==> src/rtl/multicycle_control_fsm.sv <==
// Multi-cycle RV32I control FSM: sequences fetch/decode/execute/memory/writeback
// and times out stalled memory accesses. Define MCU_PERF_CNT_EN for cycle/instret counters.
module multicycle_control_fsm #(
    parameter int MEM_TIMEOUT = 16,
    parameter int TO_W        = 8
`ifdef MCU_PERF_CNT_EN
    ,
    parameter int CNT_W       = 32
`endif
) (
    input  logic       clk,
    input  logic       rst_n,
    input  logic [6:0] opcode,
    input  logic       mem_ready,
    input  logic       branch_taken,
    output logic       pc_write,
    output logic       ir_write,
    output logic       branch,
    output logic       mem_read,
    output logic       mem_write,
    output logic       iord,
    output logic [1:0] alu_src_a,
    output logic [1:0] alu_src_b,
    output logic [1:0] alu_op,
    output logic [1:0] result_src,
    output logic       reg_write,
    output logic       illegal_instr,
    output logic       mem_error,
    output logic       retired
`ifdef MCU_PERF_CNT_EN
    ,
    output logic [CNT_W-1:0] cycle_cnt,
    output logic [CNT_W-1:0] instret_cnt
`endif
);

    localparam logic [6:0] OP_R     = 7'b0110011;
    localparam logic [6:0] OP_I     = 7'b0010011;
    localparam logic [6:0] OP_LOAD  = 7'b0000011;
    localparam logic [6:0] OP_STORE = 7'b0100011;
    localparam logic [6:0] OP_BR    = 7'b1100011;
    localparam logic [6:0] OP_JAL   = 7'b1101111;
    localparam logic [6:0] OP_LUI   = 7'b0110111;

    typedef enum logic [3:0] {
        S_IDLE, S_FETCH, S_DECODE, S_EXEC_R, S_EXEC_I, S_ALU_WB, S_MEM_ADDR,
        S_MEM_RD, S_MEM_WB, S_MEM_WR, S_BRANCH, S_JAL, S_LUI, S_HALT
    } state_t;

    state_t          state;
    state_t          state_next;
    logic [TO_W-1:0] to_cnt;
    logic            mem_wait;
    logic            to_hit;
    logic            timeout;

    // The branch decision is applied by the datapath, not by this FSM.
    logic unused_branch_taken;
    assign unused_branch_taken = branch_taken;

    assign mem_wait = (state == S_FETCH) || (state == S_MEM_RD) || (state == S_MEM_WR);
    // to_cnt holds completed wait cycles, so the limit is hit on the MEM_TIMEOUT-th wait.
    assign to_hit   = (to_cnt == TO_W'(MEM_TIMEOUT - 1));
    assign timeout  = mem_wait && !mem_ready && to_hit;

    always_ff @(posedge clk or negedge rst_n) begin
        if (!rst_n) begin
            state     <= S_IDLE;
            to_cnt    <= '0;
            mem_error <= 1'b0;
        end else begin
            state <= state_next;
            if (mem_wait && !mem_ready && !timeout)
                to_cnt <= to_cnt + TO_W'(1);
            else
                to_cnt <= '0;
            if (timeout)
                mem_error <= 1'b1;
        end
    end

    always_comb begin
        state_next    = state;
        pc_write      = 1'b0;
        ir_write      = 1'b0;
        branch        = 1'b0;
        mem_read      = 1'b0;
        mem_write     = 1'b0;
        iord          = 1'b0;
        alu_src_a     = 2'b00;
        alu_src_b     = 2'b00;
        alu_op        = 2'b00;
        result_src    = 2'b00;
        reg_write     = 1'b0;
        illegal_instr = 1'b0;
        retired       = 1'b0;
        case (state)
            S_IDLE: state_next = S_FETCH;
            S_FETCH: begin
                mem_read  = 1'b1;
                alu_src_b = 2'b10;
                if (mem_ready) begin
                    ir_write   = 1'b1;
                    pc_write   = 1'b1;
                    state_next = S_DECODE;
                end else if (to_hit) begin
                    state_next = S_HALT;
                end
            end
            S_DECODE: begin
                case (opcode)
                    OP_R:               state_next = S_EXEC_R;
                    OP_I:               state_next = S_EXEC_I;
                    OP_LOAD, OP_STORE:  state_next = S_MEM_ADDR;
                    OP_BR:              state_next = S_BRANCH;
                    OP_JAL:             state_next = S_JAL;
                    OP_LUI:             state_next = S_LUI;
                    default: begin
                        illegal_instr = 1'b1;
                        state_next    = S_FETCH;
                    end
                endcase
            end
            S_EXEC_R: begin
                alu_src_a  = 2'b01;
                alu_op     = 2'b10;
                state_next = S_ALU_WB;
            end
            S_EXEC_I: begin
                alu_src_a  = 2'b01;
                alu_src_b  = 2'b01;
                alu_op     = 2'b11;
                state_next = S_ALU_WB;
            end
            S_ALU_WB: begin
                reg_write  = 1'b1;
                retired    = 1'b1;
                state_next = S_FETCH;
            end
            S_MEM_ADDR: begin
                alu_src_a  = 2'b01;
                alu_src_b  = 2'b01;
                state_next = (opcode == OP_LOAD) ? S_MEM_RD : S_MEM_WR;
            end
            S_MEM_RD: begin
                mem_read = 1'b1;
                iord     = 1'b1;
                if (mem_ready)
                    state_next = S_MEM_WB;
                else if (to_hit)
                    state_next = S_HALT;
            end
            S_MEM_WB: begin
                reg_write  = 1'b1;
                result_src = 2'b01;
                retired    = 1'b1;
                state_next = S_FETCH;
            end
            S_MEM_WR: begin
                mem_write = 1'b1;
                iord      = 1'b1;
                if (mem_ready) begin
                    retired    = 1'b1;
                    state_next = S_FETCH;
                end else if (to_hit) begin
                    state_next = S_HALT;
                end
            end
            S_BRANCH: begin
                branch     = 1'b1;
                alu_src_a  = 2'b01;
                alu_op     = 2'b01;
                retired    = 1'b1;
                state_next = S_FETCH;
            end
            S_JAL: begin
                pc_write   = 1'b1;
                reg_write  = 1'b1;
                result_src = 2'b10;
                retired    = 1'b1;
                state_next = S_FETCH;
            end
            S_LUI: begin
                alu_src_a  = 2'b10;
                alu_src_b  = 2'b01;
                state_next = S_ALU_WB;
            end
            S_HALT:  state_next = S_HALT;
            default: state_next = S_IDLE;
        endcase
    end

`ifdef MCU_PERF_CNT_EN
    always_ff @(posedge clk or negedge rst_n) begin
        if (!rst_n) begin
            cycle_cnt   <= '0;
            instret_cnt <= '0;
        end else begin
            if (state != S_IDLE && state != S_HALT)
                cycle_cnt <= cycle_cnt + CNT_W'(1);
            if (retired)
                instret_cnt <= instret_cnt + CNT_W'(1);
        end
    end
`endif

endmodule

==> config.mk <==
export PLATFORM = sky130hd
export DESIGN_NAME = multicycle_control_fsm
export DESIGN_NICKNAME = d
export VERILOG_FILES = /design/src/rtl/multicycle_control_fsm.sv
export SDC_FILE = /design/constraint.sdc
export NUM_CORES = 1
export LEC_CHECK = 0
export CAP_MARGIN = 30
export CORE_ASPECT_RATIO = 0.75
export CORE_MARGIN = 8
export CORE_UTILIZATION = 47
export CTS_CLUSTER_DIAMETER = 120
export DETAILED_ROUTE_END_ITERATION = 8
export HOLD_SLACK_MARGIN = 0.03
export PLACE_DENSITY = 0.88
export SLEW_MARGIN = 0
export SYNTH_ARGS = -nofsm -noshare
export SYNTH_HDL_FRONTEND = slang
export SYNTH_SLANG_ARGS = --single-unit
==> constraint.sdc <==
create_clock -name clk -period 3.7 [get_ports clk]
set_input_delay 0.74 -clock clk [delete_from_list [all_inputs] [get_ports clk]]
set_output_delay 0.74 -clock clk [all_outputs]
set_load 0.005 [all_outputs]
==> metrics.log <==
INFO  metric slowest_stage_cell_on_the_critical_path = sky130_fd_sc_hd__clkdlybuf4s50_1
INFO  metric worstSetupStartpoint = opcode[4]
INFO  metric wl_met1 = 1.10 mm
INFO  metric floorplan.rows = 15
INFO  metric hold_path_startpoint = to_cnt[0]
INFO  metric crit_path_cell_trace = clkdlybuf4s50_1, and4b_1, or3_1, a31oi_1, clkdlybuf4s50_1
INFO  metric post_synth_num_cell_types = 53
INFO  metric max-slew-margin-rel = 0.589
INFO  metric worstSkewPairLatency = 0.28 ns
INFO  metric synthesized_area = 1080 µm²
INFO  metric grt_antenna_before_repair = 0
INFO  metric grt_start_max_net_pins = 22
INFO  metric postCtsSetupBuffers = 0
INFO  metric required = 2.96 ns
INFO  metric timing.max_cap.violations = 0
INFO  metric cts_root_buffer = sky130_fd_sc_hd__clkbuf_4
INFO  metric layout_commonest_cell = sky130_fd_sc_hd__clkdlybuf4s50_1
INFO  metric final_layout_size_suffix_gt1_frac = 0.139
INFO  metric number_of_nets_in_the_finished_design = 164
INFO  metric drcViolationCount = 0
INFO  metric setup_ws = 0.288 ns
INFO  metric regToRegStartpoint = state[1]
INFO  metric dp.final_hpwl = 2.01 mm
INFO  metric htree_levels = 1
INFO  metric slew_viol_final = 0
INFO  metric drt-initial-drc-count = 120
INFO  metric cp-start-kind = primary input
INFO  metric cts_tree = yes
INFO  metric fillerInstances = 197
INFO  metric synth_sequential_area_ratio = 0.302
INFO  metric power_per_cell_area = 570 nW/µm²
INFO  metric cts_hold_buf = 0
INFO  metric final_cell_mix = sky130_fd_sc_hd__clkdlybuf4s50_1 (27), sky130_fd_sc_hd__dfrtp_1 (13), sky130_fd_sc_hd__nor2_1 (12), sky130_fd_sc_hd__nand2_1 (7), sky130_fd_sc_hd__nor2_2 (7)
INFO  metric crit_arrival = 2.67 ns
INFO  metric syn_nets = 141
INFO  metric synth_area_leaders = sky130_fd_sc_hd__dfrtp_1 (30%), sky130_fd_sc_hd__nor2_1 (4.2%), sky130_fd_sc_hd__nor2_2 (4.1%), sky130_fd_sc_hd__xnor2_1 (4.1%), sky130_fd_sc_hd__nand2b_1 (3.5%)
INFO  metric routed-wl-met3 = 273 µm
INFO  metric number_of_global_route_vias_before_repair = 927
INFO  metric yosysWarningCount = 0
INFO  metric syn_avg_cell_area = 8.35 µm²
INFO  metric multi_input_comb_area = 691 µm²
INFO  metric timing.critical_path.to_type = output pin
INFO  metric postSynth.topFlopCell = sky130_fd_sc_hd__dfrtp_1
INFO  metric firstDrtPassIters = 4
INFO  metric top_signal_layer_used = met4
INFO  metric synthToLayoutAreaGrowth = 26.2%
INFO  metric place.port_buffers = 27
INFO  metric io-pin-count = 29
INFO  metric tightestPinTransition = 0.616 ns
INFO  metric detail_route.wirelength = 2.64 mm
INFO  metric initial_standard_cell_utilization_of_the_core = 0.482
INFO  metric setup_viol = 0
INFO  metric layout_min_cycle_time = 3.41 ns
INFO  metric worst_path_most_repeated_cell = sky130_fd_sc_hd__clkdlybuf4s50_1
INFO  metric via_count = 1027
INFO  metric run_status = completed
INFO  metric ant_nets = 0
INFO  metric hold_path.class = register to register
INFO  metric final_setup_skew = 0.00179 ns
INFO  metric worst_path_dominant_cell_family = buffers and inverters
INFO  metric fmax = 293 MHz
INFO  metric vias_per_cell = 5.84
INFO  metric synth_seq_cells = 13
INFO  metric setup.reg_to_reg.worst_slack = 1.71 ns
INFO  metric cpPeakStageDelay = 0.59 ns
INFO  metric final_min_period_over_clock_period = 0.922
INFO  metric drt-wirelength-per-cell = 15.0 µm
INFO  metric antenna-diode-count = 0
INFO  metric global_router_s_overall_resource_usage = 0.132
INFO  metric design.core.area = 2230 µm²
INFO  metric die_w = 71.3 µm
INFO  metric fin_tns_setup = 0 ns
INFO  metric cts_buffer_depth = 2
INFO  metric synth-async-reset-ratio = 1.00
INFO  metric clkTransAtPathRegs = 0.08 ns
INFO  metric dpl_worst_slack = 0.296 ns
INFO  metric number_of_flops_mapped_to_enable_cells_by_yosys = 0
INFO  metric first_pass_grt_wire_length = 4.42 mm
INFO  metric global_route.overflow_total = 0
INFO  metric cts_sinks = 13
INFO  metric timing.critical_path.fanout_max = 7
INFO  metric ir_worst_vdd = 302 µV
INFO  metric met2_length = 1.20 mm
INFO  metric synth_top_cell_by_area = sky130_fd_sc_hd__dfrtp_1
INFO  metric synthCells = 129
INFO  metric rsz_0062_raised_after_global_routing = no
INFO  metric die_height = 57.5 µm
INFO  metric hold_fails_final_rpt = 0
INFO  metric worst-path-buf-inv = 2
INFO  metric synthDominantCellAreaShare = 0.302
INFO  metric dieArea = 4100 µm²
INFO  metric postCtsResizedCells = 0
INFO  metric criticalPathCategory = primary input to output pin
INFO  metric static-leakage-power = 0.527 nW
INFO  metric sequential_cell_area_in_the_final_layout = 325 µm²
INFO  metric cts_buffers = 3
INFO  metric place.gp.congestion = 0.834
==> per-layer routing <==
metal | track usage | up-vias
met1 | 0.164 | 470
met2 | 0.198 | 45
met5 | 0 | -
met3 | 0.0507 | 6
met4 | 0.0531 | 0
li1 | - | 506
==> final timing paths <==
kind                            endpoint  depth (start not counted)
min reg2reg                    to_cnt[0]                          1
min                            to_cnt[0]                          1
max in group asynchronous       state[3]                          1
max                        illegal_instr                          5
max reg2reg                    to_cnt[4]                          4
min in group asynchronous      to_cnt[7]                          1
==> power breakdown <==
| part | internal (mW) | total (mW) | leakage, nW | switching, mW |
|---|---|---|---|---|
| Sequential | 0.163 | 0.253 | 0.169 | 0.0900 |
| Combinational | 0.251 | 0.433 | 0.339 | 0.182 |
| Clock | 0.0401 | 0.0892 | 0.0177 | 0.0491 |
==> worst register-to-register path: stages (launching register included) <==
cell and delay, ns:
sky130_fd_sc_hd__dfrtp_1 0.74, sky130_fd_sc_hd__and3b_2 0.33, sky130_fd_sc_hd__o21ai_2 0.07, sky130_fd_sc_hd__or3_1 0.58, sky130_fd_sc_hd__nor2_2 0.20
==> flip-flops by register name, indices dropped and copies added (netlist names) <==
name and cells:
state 4, to_cnt 8, mem_error 1
==> metrics by stage <==
| stage | cell area [µm²] | power (mW) | std cells | util | hold slack [ns] |
|---|---|---|---|---|---|
| final | 1360 | 0.775 | 176 | 0.609 | 0.462 |
| after global routing | 1360 | 0.840 | 176 | 0.609 | 0.503 |
| after CTS | 1360 | 0.776 | 176 | 0.609 | 0.467 |
| after detailed placement | 1330 | 0.687 | 172 | 0.597 | 0.453 |
| after global placement | 1330 | 0.663 | 172 | 0.597 | 0.451 |
| after floorplan | 1080 | 0.489 | 129 | - | 0.434 |
==> synthesized netlist by cell type, types with 2 or more instances <==
library cell,n
sky130_fd_sc_hd__o21ai_1,2
sky130_fd_sc_hd__nand3_1,4
sky130_fd_sc_hd__and2_1,2
sky130_fd_sc_hd__o22ai_1,4
sky130_fd_sc_hd__nor3_1,4
sky130_fd_sc_hd__nor3b_1,2
sky130_fd_sc_hd__inv_1,3
sky130_fd_sc_hd__mux2_2,3
sky130_fd_sc_hd__nor4bb_1,2
sky130_fd_sc_hd__a21oi_1,4
sky130_fd_sc_hd__or3_1,2
sky130_fd_sc_hd__xnor2_1,5
sky130_fd_sc_hd__o21bai_1,2
sky130_fd_sc_hd__nand2b_1,6
sky130_fd_sc_hd__nor2_4,2
sky130_fd_sc_hd__nand4_1,2
sky130_fd_sc_hd__clkbuf_1,3
sky130_fd_sc_hd__xor2_1,3
sky130_fd_sc_hd__nand2_1,7
sky130_fd_sc_hd__dfrtp_1,13
sky130_fd_sc_hd__buf_2,4
sky130_fd_sc_hd__nor2_2,7
sky130_fd_sc_hd__nor2b_1,2
sky130_fd_sc_hd__nor2_1,12
==> cell families after synthesis <==
kind of cell    count (synthesis)  share of synthesized area
compound gates                 25                      0.160
xor+xnor                        8                     0.0650
fa+ha+maj                       2                     0.0209
buf+inv                        13                     0.0569
flops                          13                      0.302
mux                             3                     0.0314
simple gates                   65                      0.364
==> cell type report <==
type,count,share of cell area
multi-input combinational,103,0.508
sequential,13,0.239
tap,25,0.0230
clock buffer,3,0.0166
clock inverter,1,0.00368
inverter,4,0.0110
timing repair buffer,27,0.199
Power figures use the tool's default switching activity.
